--- src/rtl/ssd_scan_ctrl_if.sv ---
// ---------------------------------------------------------------------------
// ssd_scan_ctrl_if: data/control bundle between a host and the display scanner
// Rev 1.0
// ---------------------------------------------------------------------------
`default_nettype none

interface ssd_scan_ctrl_if #(
  parameter int N        = 4,
  parameter int BRIGHT_W = 4
);
  logic [N*4-1:0]      numbers;
  logic [N-1:0]        dp;
  logic [N-1:0]        blank;
  logic                load;
  logic [BRIGHT_W-1:0] brightness;
  logic                lz_suppress;
  logic [N-1:0]        displays;
  logic [6:0]          segments;
  logic                dp_out;
  logic                frame_done;

  modport master (
    output numbers, dp, blank, load, brightness, lz_suppress,
    input  displays, segments, dp_out, frame_done
  );

  modport slave (
    input  numbers, dp, blank, load, brightness, lz_suppress,
    output displays, segments, dp_out, frame_done
  );
endinterface

`default_nettype wire

--- src/rtl/ssd_scan_ctrl.sv ---
// ---------------------------------------------------------------------------
// ssd_scan_ctrl: double-buffered multiplexed 7-segment scanner with PWM dimming
// Rev 1.0
// ---------------------------------------------------------------------------
`default_nettype none

module ssd_scan_ctrl #(
  parameter int N        = 4,
  parameter int CLK_DIV  = 1024,
  parameter int BRIGHT_W = 4
) (
  input  logic             clk,
  input  logic             rst,
  ssd_scan_ctrl_if.slave   bus
);

  localparam int PW  = $clog2(CLK_DIV);
  localparam int DW  = (N > 1) ? $clog2(N) : 1;
  localparam int SUB = CLK_DIV >> BRIGHT_W;

  localparam logic [PW-1:0] PCNT_MAX = PW'(CLK_DIV - 1);
  localparam logic [DW-1:0] DIG_MAX  = DW'(N - 1);
  localparam logic [PW-1:0] SUB_LEN  = PW'(SUB);

  logic [PW-1:0]  pcnt;
  logic [DW-1:0]  dig;
  logic           pending;
  logic [N*4-1:0] shadow_num;
  logic [N-1:0]   shadow_dp;
  logic [N-1:0]   shadow_blank;
  logic [N*4-1:0] active_num;
  logic [N-1:0]   active_dp;
  logic [N-1:0]   active_blank;

  logic           slot_end;
  logic           frame_end;
  logic [3:0]     cur_digit;
  logic [PW-1:0]  sub_idx;
  logic           pwm_on;
  logic [N-1:0]   zero_from;
  logic           suppressed;
  logic [N-1:0]   displays_d;
  logic [6:0]     segments_d;
  logic           dp_d;

  function automatic logic [6:0] seg7(input logic [3:0] v);
    logic [6:0] s;
    case (v)
      4'h0: s = 7'h01;
      4'h1: s = 7'h4F;
      4'h2: s = 7'h12;
      4'h3: s = 7'h06;
      4'h4: s = 7'h4C;
      4'h5: s = 7'h24;
      4'h6: s = 7'h20;
      4'h7: s = 7'h0F;
      4'h8: s = 7'h00;
      4'h9: s = 7'h04;
      4'hA: s = 7'h08;
      4'hB: s = 7'h60;
      4'hC: s = 7'h31;
      4'hD: s = 7'h42;
      4'hE: s = 7'h30;
      default: s = 7'h38;
    endcase
    return s;
  endfunction

  assign slot_end  = (pcnt == PCNT_MAX);
  assign frame_end = slot_end && (dig == DIG_MAX);

  // Slot prescaler and digit index
  always_ff @(posedge clk) begin
    if (rst) begin
      pcnt <= '0;
      dig  <= '0;
    end else if (slot_end) begin
      pcnt <= '0;
      dig  <= (dig == DIG_MAX) ? '0 : dig + 1'b1;
    end else begin
      pcnt <= pcnt + 1'b1;
    end
  end

  // Shadow/active buffers; a load on the frame boundary bypasses the shadow
  // stage so it lands in the very frame that starts next.
  always_ff @(posedge clk) begin
    if (rst) begin
      pending      <= 1'b0;
      shadow_num   <= '0;
      shadow_dp    <= '0;
      shadow_blank <= '1;
      active_num   <= '0;
      active_dp    <= '0;
      active_blank <= '1;
    end else begin
      if (bus.load) begin
        shadow_num   <= bus.numbers;
        shadow_dp    <= bus.dp;
        shadow_blank <= bus.blank;
      end
      if (frame_end) begin
        if (bus.load) begin
          active_num   <= bus.numbers;
          active_dp    <= bus.dp;
          active_blank <= bus.blank;
        end else if (pending) begin
          active_num   <= shadow_num;
          active_dp    <= shadow_dp;
          active_blank <= shadow_blank;
        end
        pending <= 1'b0;
      end else if (bus.load) begin
        pending <= 1'b1;
      end
    end
  end

  // zero_from[i] is set when active digits i..N-1 are all zero
  always_comb begin
    logic acc;
    acc       = 1'b1;
    zero_from = '0;
    for (int i = N - 1; i >= 0; i--) begin
      acc          = acc && (active_num[i*4 +: 4] == 4'h0);
      zero_from[i] = acc;
    end
  end

  assign cur_digit  = active_num[dig*4 +: 4];
  assign sub_idx    = pcnt / SUB_LEN;
  assign pwm_on     = (sub_idx <= PW'(bus.brightness));
  assign suppressed = bus.lz_suppress && (dig != '0) && zero_from[dig];

  always_comb begin
    displays_d = '1;
    segments_d = 7'h7F;
    dp_d       = 1'b1;
    if (pwm_on && !active_blank[dig]) begin
      if (!suppressed) begin
        displays_d = ~(N'(1) << dig);
        segments_d = seg7(cur_digit);
        dp_d       = ~active_dp[dig];
      end else if (active_dp[dig]) begin
        // Suppressed zero still lights its decimal point
        displays_d = ~(N'(1) << dig);
        dp_d       = 1'b0;
      end
    end
  end

  always_ff @(posedge clk) begin
    if (rst) begin
      bus.displays   <= '1;
      bus.segments   <= 7'h7F;
      bus.dp_out     <= 1'b1;
      bus.frame_done <= 1'b0;
    end else begin
      bus.displays   <= displays_d;
      bus.segments   <= segments_d;
      bus.dp_out     <= dp_d;
      bus.frame_done <= frame_end;
    end
  end

endmodule

`default_nettype wire

--- src/flat_wrapper.sv ---
// flat-port wrapper written by rule: the top's interface ports become plain ports
module ssd_scan_ctrl_flat 
#(
  parameter int N        = 4,
  parameter int CLK_DIV  = 1024,
  parameter int BRIGHT_W = 4
)
  (clk, rst, bus_numbers, bus_dp, bus_blank, bus_load, bus_brightness, bus_lz_suppress, bus_displays, bus_segments, bus_dp_out, bus_frame_done);
  ssd_scan_ctrl_if #(.N(N), .BRIGHT_W(BRIGHT_W)) bus_i ();
  input  logic clk;
  input  logic rst;
  input wire logic [$bits(bus_i.numbers)-1:0] bus_numbers;
  input wire logic [$bits(bus_i.dp)-1:0] bus_dp;
  input wire logic [$bits(bus_i.blank)-1:0] bus_blank;
  input wire logic [$bits(bus_i.load)-1:0] bus_load;
  input wire logic [$bits(bus_i.brightness)-1:0] bus_brightness;
  input wire logic [$bits(bus_i.lz_suppress)-1:0] bus_lz_suppress;
  output wire logic [$bits(bus_i.displays)-1:0] bus_displays;
  output wire logic [$bits(bus_i.segments)-1:0] bus_segments;
  output wire logic [$bits(bus_i.dp_out)-1:0] bus_dp_out;
  output wire logic [$bits(bus_i.frame_done)-1:0] bus_frame_done;
  assign bus_i.numbers = bus_numbers;
  assign bus_i.dp = bus_dp;
  assign bus_i.blank = bus_blank;
  assign bus_i.load = bus_load;
  assign bus_i.brightness = bus_brightness;
  assign bus_i.lz_suppress = bus_lz_suppress;
  assign bus_displays = bus_i.displays;
  assign bus_segments = bus_i.segments;
  assign bus_dp_out = bus_i.dp_out;
  assign bus_frame_done = bus_i.frame_done;
  ssd_scan_ctrl #(.N(N), .CLK_DIV(CLK_DIV), .BRIGHT_W(BRIGHT_W)) u_core (.clk(clk), .rst(rst), .bus(bus_i));
endmodule
--- config.mk ---
export PLATFORM = sky130hd
export DESIGN_NAME = ssd_scan_ctrl_flat
export DESIGN_NICKNAME = d
export VERILOG_FILES = /design/src/rtl/ssd_scan_ctrl_if.sv /design/src/rtl/ssd_scan_ctrl.sv /design/src/flat_wrapper.sv
export SDC_FILE = /design/constraint.sdc
export NUM_CORES = 1
export LEC_CHECK = 0
export CAP_MARGIN = 20
export CELL_PAD_IN_SITES_DETAIL_PLACEMENT = 1
export CELL_PAD_IN_SITES_GLOBAL_PLACEMENT = 1
export CORE_MARGIN = 5
export CORE_UTILIZATION = 30
export DETAILED_ROUTE_END_ITERATION = 6
export GPL_ROUTABILITY_DRIVEN = 0
export HOLD_SLACK_MARGIN = 0.12
export PLACE_DENSITY = 0.57
export SLEW_MARGIN = 20
export SYNTH_ARGS = -nofsm -noshare
export SYNTH_HDL_FRONTEND = slang
export SYNTH_SLANG_ARGS = --single-unit
export TNS_END_PERCENT = 100
--- constraint.sdc ---
create_clock -name clk -period 2.2 [get_ports clk]
set_input_delay 0.44 -clock clk [delete_from_list [all_inputs] [get_ports clk]]
set_output_delay 0.44 -clock clk [all_outputs]
set_load 0.1 [all_outputs]
---- Word level (Yosys, flattened, before mapping) ----
Memory sizes are Yosys's and may differ from the RTL's. A register that Yosys moved wholly into a read port is not among the register bits.
Index checks and enable logic that the tools add are counted.
storage, ports and cells
  logic and storage cells ................. 60
  input bits .............................. 32
  latch bits .............................. 0
  RAM bits ................................ 0
  bits in read-only memories .............. 112
  flip-flop bits (word level) ............. 67
  memories kept ........................... 1
  output and inout bits ................... 13
operators by class
  bitwise logic cells ..................... 3
  shifts and indexed selects .............. 2
  reduce and logical (&&, ||, !) cells .... 19
  $lt $le $gt $ge ......................... 2
  muxes and demuxes ....................... 17
  div/mod/pow operators ................... 0
  multiply operators ...................... 0
  add/sub/neg operators ................... 2
  equality and inequality tests ........... 2
memory list
  name             words  width  read ports  clocked after Yosys merged registers in  write ports  line                 RTL
  (no name shown)  16     7      1           1                                        0            ssd_scan_ctrl.sv:48  case (v)
operators with widths
  operator                                                    number
  2-to-1 mux 16 bit                                           2
  2-to-1 mux 4 bit                                            6
  logical NOT 4 bit                                           4
  variable part select 16 x 5 -> 4 bit                        1
  adder 10 x 1 -> 10 bit, second input constant               1
  equality test 10 bit, second input constant                 1
  logical AND 1 bit                                           7
  binary-select mux 1 bit (select 2 bit)                      3
  OR reduction 2 bit                                          3
  2-to-1 mux 1 bit                                            5
  less-or-equal comparator 4 bit                              1
  inverter 4 bit                                              1
  nonzero test 2 bit                                          2
  << shifter 1 x 2 -> 4 bit, first input constant             1
  less-than comparator 2 x 3 -> 1 bit, second input constant  1
  OR reduction 3 bit                                          1
  adder 2 x 1 -> 2 bit, second input constant                 1
  equality test 2 bit, second input constant                  1
  2-to-1 mux 2 bit                                            1
  inverter 1 bit                                              2
  AND reduction 2 bit                                         1
  logical NOT 1 bit                                           1

---- Depth between registers and ports, before layout ----
Gate-level depths: netlist of run 1.
  depth in word-level cells ............... 8
  mapped depth ............................ 10
  mapped depth without buffers ............ 8

---- Least setup slack after synthesis of run 1 ----
Ideal clock, no wire load.
  kind .................................... register to register
  from .................................... reg u_core.dig[1]
  to ...................................... reg u_core.bus.segments[3]
  cell stages (with the launch flop) ...... 9
  required time ........................... 2.140 ns
  setup time .............................. 0.060 ns
  path slack .............................. 0.204 ns
  buffers on the path ..................... 2
  arrival time ............................ 1.936 ns
  cells stage by stage .................... dfxtp_1 clkbuf_1 buf_2 mux4_2 inv_1 ha_1 o21a_1 a22oi_1 nand2b_1
between the ends
  cells in the longest elaborated chain, start to end .. 6
  elaborated cells between the ends (all ways) .. 12
  those cells by class .................... 1 x shift; 4 x mux; 1 x bitwise; 6 x reduce/logical
RTL lines
  what                                    line                    RTL
  start, declared                         ssd_scan_ctrl.sv:26     logic [DW-1:0] dig;
  start signal, assigned                  ssd_scan_ctrl.sv:79     dig <= (dig == DIG_MAX) ? '0 : dig + 1'b1;
  binary-select mux 1 bit (select 2 bit)  ssd_scan_ctrl.sv:139    if (pwm_on && !active_blank[dig]) begin
  2-to-1 mux 1 bit (implied by the code)  ssd_scan_ctrl.sv:139
  logical NOT 1 bit                       ssd_scan_ctrl.sv:139
  logical AND 1 bit                       ssd_scan_ctrl.sv:139
  inverter 1 bit (no source line)         -
  OR reduction 3 bit (no source line)     -
  end, declared                           ssd_scan_ctrl_if.sv:29  output displays, segments, dp_out, frame_done
Parallel ways exist; a longest one is shown, timed or not. The select of a mux whose other input is x is not followed.
A chain may end at the register's enable or synchronous reset.

---- Worst setup path in the final report of run 1 ----
  from .................................... reg u_core.dig[1]
  to ...................................... reg u_core.bus.segments[6]
The elaborated chain is that of the path after synthesis.

==> results of run 1 <==
area by class of cell:
class / count / area [sq um]
multi-input combinational: 226 / 1720
sequential: 74 / 1480
timing repair buffer: 54 / 503
clock buffer: 13 / 159
clock inverter: 3 / 46.3
tap: 140 / 175
inverter: 10 / 37.5
fill: 1233 / 6770
per-layer routing:
layer | wire (microns) | global-route usage | vias up
met5 | 0 | 0 | -
met4 | 79 | 0.0336 | 0
met3 | 293 | 0.0392 | 6
met2 | 3680 | 0.200 | 33
met1 | 3350 | 0.144 | 1186
li1 | - | - | 1247
cells by family (layout without fill, tap and decap cells):
kind of cell    after synthesis  after routing  synth area share
mux                          37             37             0.129
flops                        74             74             0.443
xor+xnor                     12             12            0.0314
compound gates               47             47             0.134
buf+inv                      29             80            0.0441
simple gates                114            114             0.158
fa+ha+maj                    16             16            0.0599
registers in the layout, indices dropped and copies added (netlist names), 7 cells and up:
name,count
u_core.active_num,16
u_core.shadow_num,16
u_core.pcnt,10
u_core.bus.segments,7
worst paths after layout:
kind                  start                endpoint  depth (start not counted)
max           u_core.dig[1]  u_core.bus.segments[6]                          7
min          u_core.pcnt[0]          u_core.pcnt[0]                          1
max reg2reg   u_core.dig[1]  u_core.bus.segments[6]                          7
min reg2reg  u_core.pcnt[0]          u_core.pcnt[0]                          1
worst max-delay path, stage by stage (launching register included):
cell	delay (ps)
dfxtp_1	570
mux4_2	340
inv_1	80
buf_4	150
ha_1	230
a221oi_1	280
a21o_1	130
o2111ai_1	100
power by group:
part,internal (mW),total (mW),switching (mW)
clock network,0.591,1.08,0.489
registers,1.37,1.38,0.0106
logic,0.0879,0.168,0.0801
total,2.05,2.63,0.580
Yosys cell counts (2+ instances only):
cell type	instances	area, sq um
a211o_1	4	35.0
a211oi_1	2	15.0
a211oi_2	20	250
a21oi_1	2	10.0
and3_1	3	18.8
buf_2	4	20.0
buf_4	3	22.5
buf_6	3	33.8
clkbuf_1	9	33.8
dfxtp_1	74	1480
ha_1	16	200
inv_1	10	37.5
mux2i_1	32	320
mux4_2	5	113
nand2_1	19	71.3
nand2b_1	6	37.5
nand3_1	5	25.0
nand3b_1	3	22.5
nor2_1	63	236
nor3b_1	2	15.0
nor4_1	4	25.0
o2111ai_1	2	17.5
o21a_1	2	15.0
o21ai_0	5	25.0
o221ai_1	3	26.3
xnor2_1	5	43.8
xor2_1	7	61.3
through the flow:
step                instances  power (mW)
floorplan                 329        1.50
global placement          504        1.58
detailed placement        504        1.59
CTS                       520        2.68
global route              520        2.77
finish                    520        2.63
layout by cell type (no fill, tap or decap), drive strengths merged, types with 2 or more instances in the layout:
master	instances
a211o	4
a211oi	22
a21oi	2
and3	3
buf	24
clkbuf	13
clkdlybuf4s50	30
dfxtp	74
ha	16
inv	11
mux2i	32
mux4	5
nand2	19
nand2b	6
nand3	6
nand3b	3
nor2	64
nor3b	2
nor4	4
o2111ai	2
o21a	2
o21ai	6
o221ai	3
or2	2
xnor2	5
xor2	7
==> results.tsv, run 1 <==
metric	value	unit
final instance area	4120	sq um
Clock Tree Buf Depth	2	
fin util	0.378	
Async SR Flop Fraction	0	
initial antenna violation count	0	
number of DRC markers in iteration 0	68	
cts bufs inserted	9	
first drt pass iteration count	4	
YS warnings	0	
Pwr Density	638	nW/um^2
register area share after synthesis	0.443	
Tot GR Track Use	0.118	
hold_buf cts	0	
# IOs	45	
Syn Nets	377	
clk_skew	10.7	ps
maximum vdd ir drop	0.387	mV
Via density	4.75	
vias in the first global route	2587	
Hold Path Class	reg -> reg	
RSZ-0062 raised after global routing	false	
IO buf count	44	
fraction of layout cells with a size suffix above 1	0.179	
H-tree lvl count	3	
Mapped Area	3340	sq um
clk_lat worst skew	340	ps
dpl hpwl	5470	microns
post-route minimum period	2000	ps
initial core utilization	0.307	
largest net degree at the start of global routing	57	
# DRC	0	
TritonCTS clock tree	done	
Worst Max-Slew Pin Slew	691	ps
Area after DPL	3910	sq um
FMAX	499	MHz
Final Hold Vio Count	0	
Worst EP arrival	2200	ps
P_leak	1.56	nW
CTS root buf	clkbuf_8	
post-route ant nets	0	
final setup fails	0	
# nets final	423	
Crit Path Max Fanout	9	
Vias	2472	
clock slew at reported path FFs	80	ps
die width	116	microns
number of flops mapped to enable cells by yosys	0	
Post-Route Setup TNS	0	ps
CP Capture Type	flop	
first-pass GRT wire length	12400	microns
total grt overflow	0	
Slew HR	0.539	
Post-CTS Setup Bufs	0	
max cap viols	0	
# diodes	0	
Avg WL per Cell	14.2	microns
max-slew violation total from the final report	0	
Routed WL	7410	microns
CP Launch Type	flop	
die area	13400	sq um
Hold WS	471	ps
CP required	2400	ps
Primary FF master, synth	dfxtp_1	
synthesized instance count	329	
P&R area growth vs syn	23.2	%
# rows	38	
FF+latch count, synth	74	
post-CTS sizing	0	
Cell variety after synth	43	
status	completed	
pre-CTS setup slack	-162	ps
Reg2Reg Setup Slack	200	ps
setup ws final	196	ps
fin crit share	0.911	
Setup Crit Path Kind	reg -> reg	
Sink Count	74	
core box area	10900	sq um
die height	116	microns
Avg Synthesized Cell Area	10.2	sq um
(Power assumes the default switching activity.)
==> inputs of run 2 (changes only) <==
ABC_CLOCK_PERIOD_IN_PS = 2200   (was not set)
==> results of run 2 <==
Final layout, timing and power as in run 1 (identical DEF).
==> inputs of run 3 (changes only) <==
ABC_CLOCK_PERIOD_IN_PS = 1800   (was 2200)
PLACE_DENSITY = 0.59   (was 0.57)
clock period = 1.8 ns   (was 2.2 ns; I/O delays follow)
==> results.tsv, run 3 (synthesized netlist as in run 1, its figures left out) <==
metric	value	unit
Crit Path Max Fanout	4	
final setup fails	1	
Avg WL per Cell	15.8	microns
failing checks	setup timing	
Tot GR Track Use	0.126	
Sink Count	74	
P&R area growth vs syn	45.8	%
# rows	38	
hold_buf cts	0	
CTS root buf	clkbuf_8	
Via density	4.85	
commonest non-fill, non-tap cell in the layout	dfxtp_1	
Clock Tree Buf Depth	2	
Setup Crit Path Kind	reg -> reg	
status	finished, violations left	
first drt pass iteration count	4	
vias in the first global route	2806	
Pwr Density	658	nW/um^2
CP required	2090	ps
number of fill cells in the layout	1199	
initial antenna violation count	0	
max-slew violation total from the final report	0	
die area	13400	sq um
# nets final	471	
core box area	10900	sq um
cts bufs inserted	9	
clock slew at reported path FFs	70	ps
Reg2Reg Setup Slack	-0.9	ps
Worst EP arrival	2090	ps
maximum vdd ir drop	0.372	mV
placed cells	539	
first-pass GRT wire length	13400	microns
# IOs	45	
post-route ant nets	0	
critical-path cell list	mux4_2 -> inv_4 -> ha_4 -> o21a_1 -> a22oi_1 -> nand2b_1	
Top delay family on crit path	multiplexers	
clk_skew	10.0	ps
number of cells on the worst hold path	5	
TritonCTS clock tree	done	
largest net degree at the start of global routing	57	
reg2reg start	u_core.dig[0]	
worst reg2reg path depth	6	
Vias	2746	
die height	116	microns
dpl hpwl	5980	microns
Largest regs	u_core.active_num x16, u_core.shadow_num x16, u_core.pcnt x10	
post-route minimum period	1800	ps
CP Capture Type	flop	
Worst Max-Slew Pin Slew	425	ps
max cap viols	0	
initial core utilization	0.307	
Post-Route Setup TNS	-0.890	ps
Hold Path Class	in -> reg	
fraction of layout cells with a size suffix above 1	0.315	
setup ws final	-0.890	ps
H-tree lvl count	3	
FMAX	555	MHz
Slew HR	0.715	
CP max stage cell	mux4_2	
RSZ-0062 raised after global routing	true	
r2r endpoint	u_core.bus.segments[3]	
total grt overflow	0	
Final Hold Vio Count	0	
Worst Path Buf+Inv	1	
IO buf count	44	
fin crit share	1.00	
fin util	0.448	
P_leak	1.93	nW
# diodes	0	
CP Launch Type	flop	
clk_lat worst skew	350	ps
number of DRC markers in iteration 0	84	
Routed WL	8920	microns
# DRC	0	
Max stage delay on crit path	600	ps
Worst Hold End	u_core.bus.segments[3]	
Layout Cells excl Fill	566	
most frequent cells in the layout	dfxtp_1 (70), nor2_1 (61), buf_4 (47)	
die width	116	microns
hold path start	rst	
[run 3: changes by cell type in the layout (fill, tap and decap cells not counted), sizes merged]
cell | before | now
buf | 24 | 68
clkbuf | 13 | 14
clkinv | 0 | 2
clkinvlp | 1 | 0
inv | 11 | 10
mux4 | 5 | 6
[run 3: report_power, final]
group	internal (mW)	switching [mW]	total (mW)
combinational	0.121	0.104	0.226
sequential	1.67	0.0156	1.69
clock	0.696	0.595	1.29
[run 3: area by class of cell]
type | instances | area [sq um] | share of cell area
flip-flops and latches | 74 | 1490 | 0.305
repair buffers | 101 | 1110 | 0.227
well taps | 140 | 175 | 0.0359
inverters | 10 | 42.5 | 0.00872
clock inverters | 3 | 40.0 | 0.00821
multi-input cells | 227 | 1870 | 0.384
clock buffers | 11 | 151 | 0.0310
[run 3: what timing repair did]
item                                    4_1_cts  5_1_grt
endpoints found under the setup margin       22       34
gates resized for setup                       8       19
setup buffers                                 2        5
cloned                                        0        6
pin swaps                                     2        9
[run 3: through the flow]
stage               area (sq um)  hold WS [ps]  total power [mW]  setup slack (ps)
floorplan                   3380           430              1.84             -35.9
global placement            4390           444              1.94              -378
detailed placement          4390           453              1.95              -520
CTS                         4620           471              3.25             -50.2
global route                4880           467              3.35              -110
finish                      4880           465              3.21            -0.890
[run 3: metal layers]
| metal | GRT usage | vias to the layer above | routed length, microns |
|---|---|---|---|
| met5 | 0 | - | 0 |
| met4 | 0.0282 | 0 | 89 |
| met3 | 0.0397 | 12 | 291 |
| met2 | 0.230 | 32 | 4780 |
| met1 | 0.145 | 1360 | 3760 |
| li1 | - | 1342 | - |
[run 3: worst register-to-register path, cell delays in order, from the launching register on]
cell      delay (ps)
dfxtp_4          380
mux4_2           600
inv_4            120
ha_4             190
o21a_1           180
a22oi_1          160
nand2b_1         120
[run 3: how the worst max path moves through the flow]
stage / start / endpoint / cells after the start
6_report: u_core.dig[0] / u_core.bus.segments[3] / 6
5_1_grt: u_core.dig[0] / u_core.bus.segments[3] / 6
4_1_cts: u_core.dig[0] / u_core.bus.segments[3] / 6
3_5_place_dp: bus_brightness[3] / u_core.bus.segments[1] / 8
3_3_place_gp: bus_brightness[3] / u_core.bus.segments[0] / 8
2_1_floorplan: u_core.dig[0] / u_core.bus.segments[3] / 7
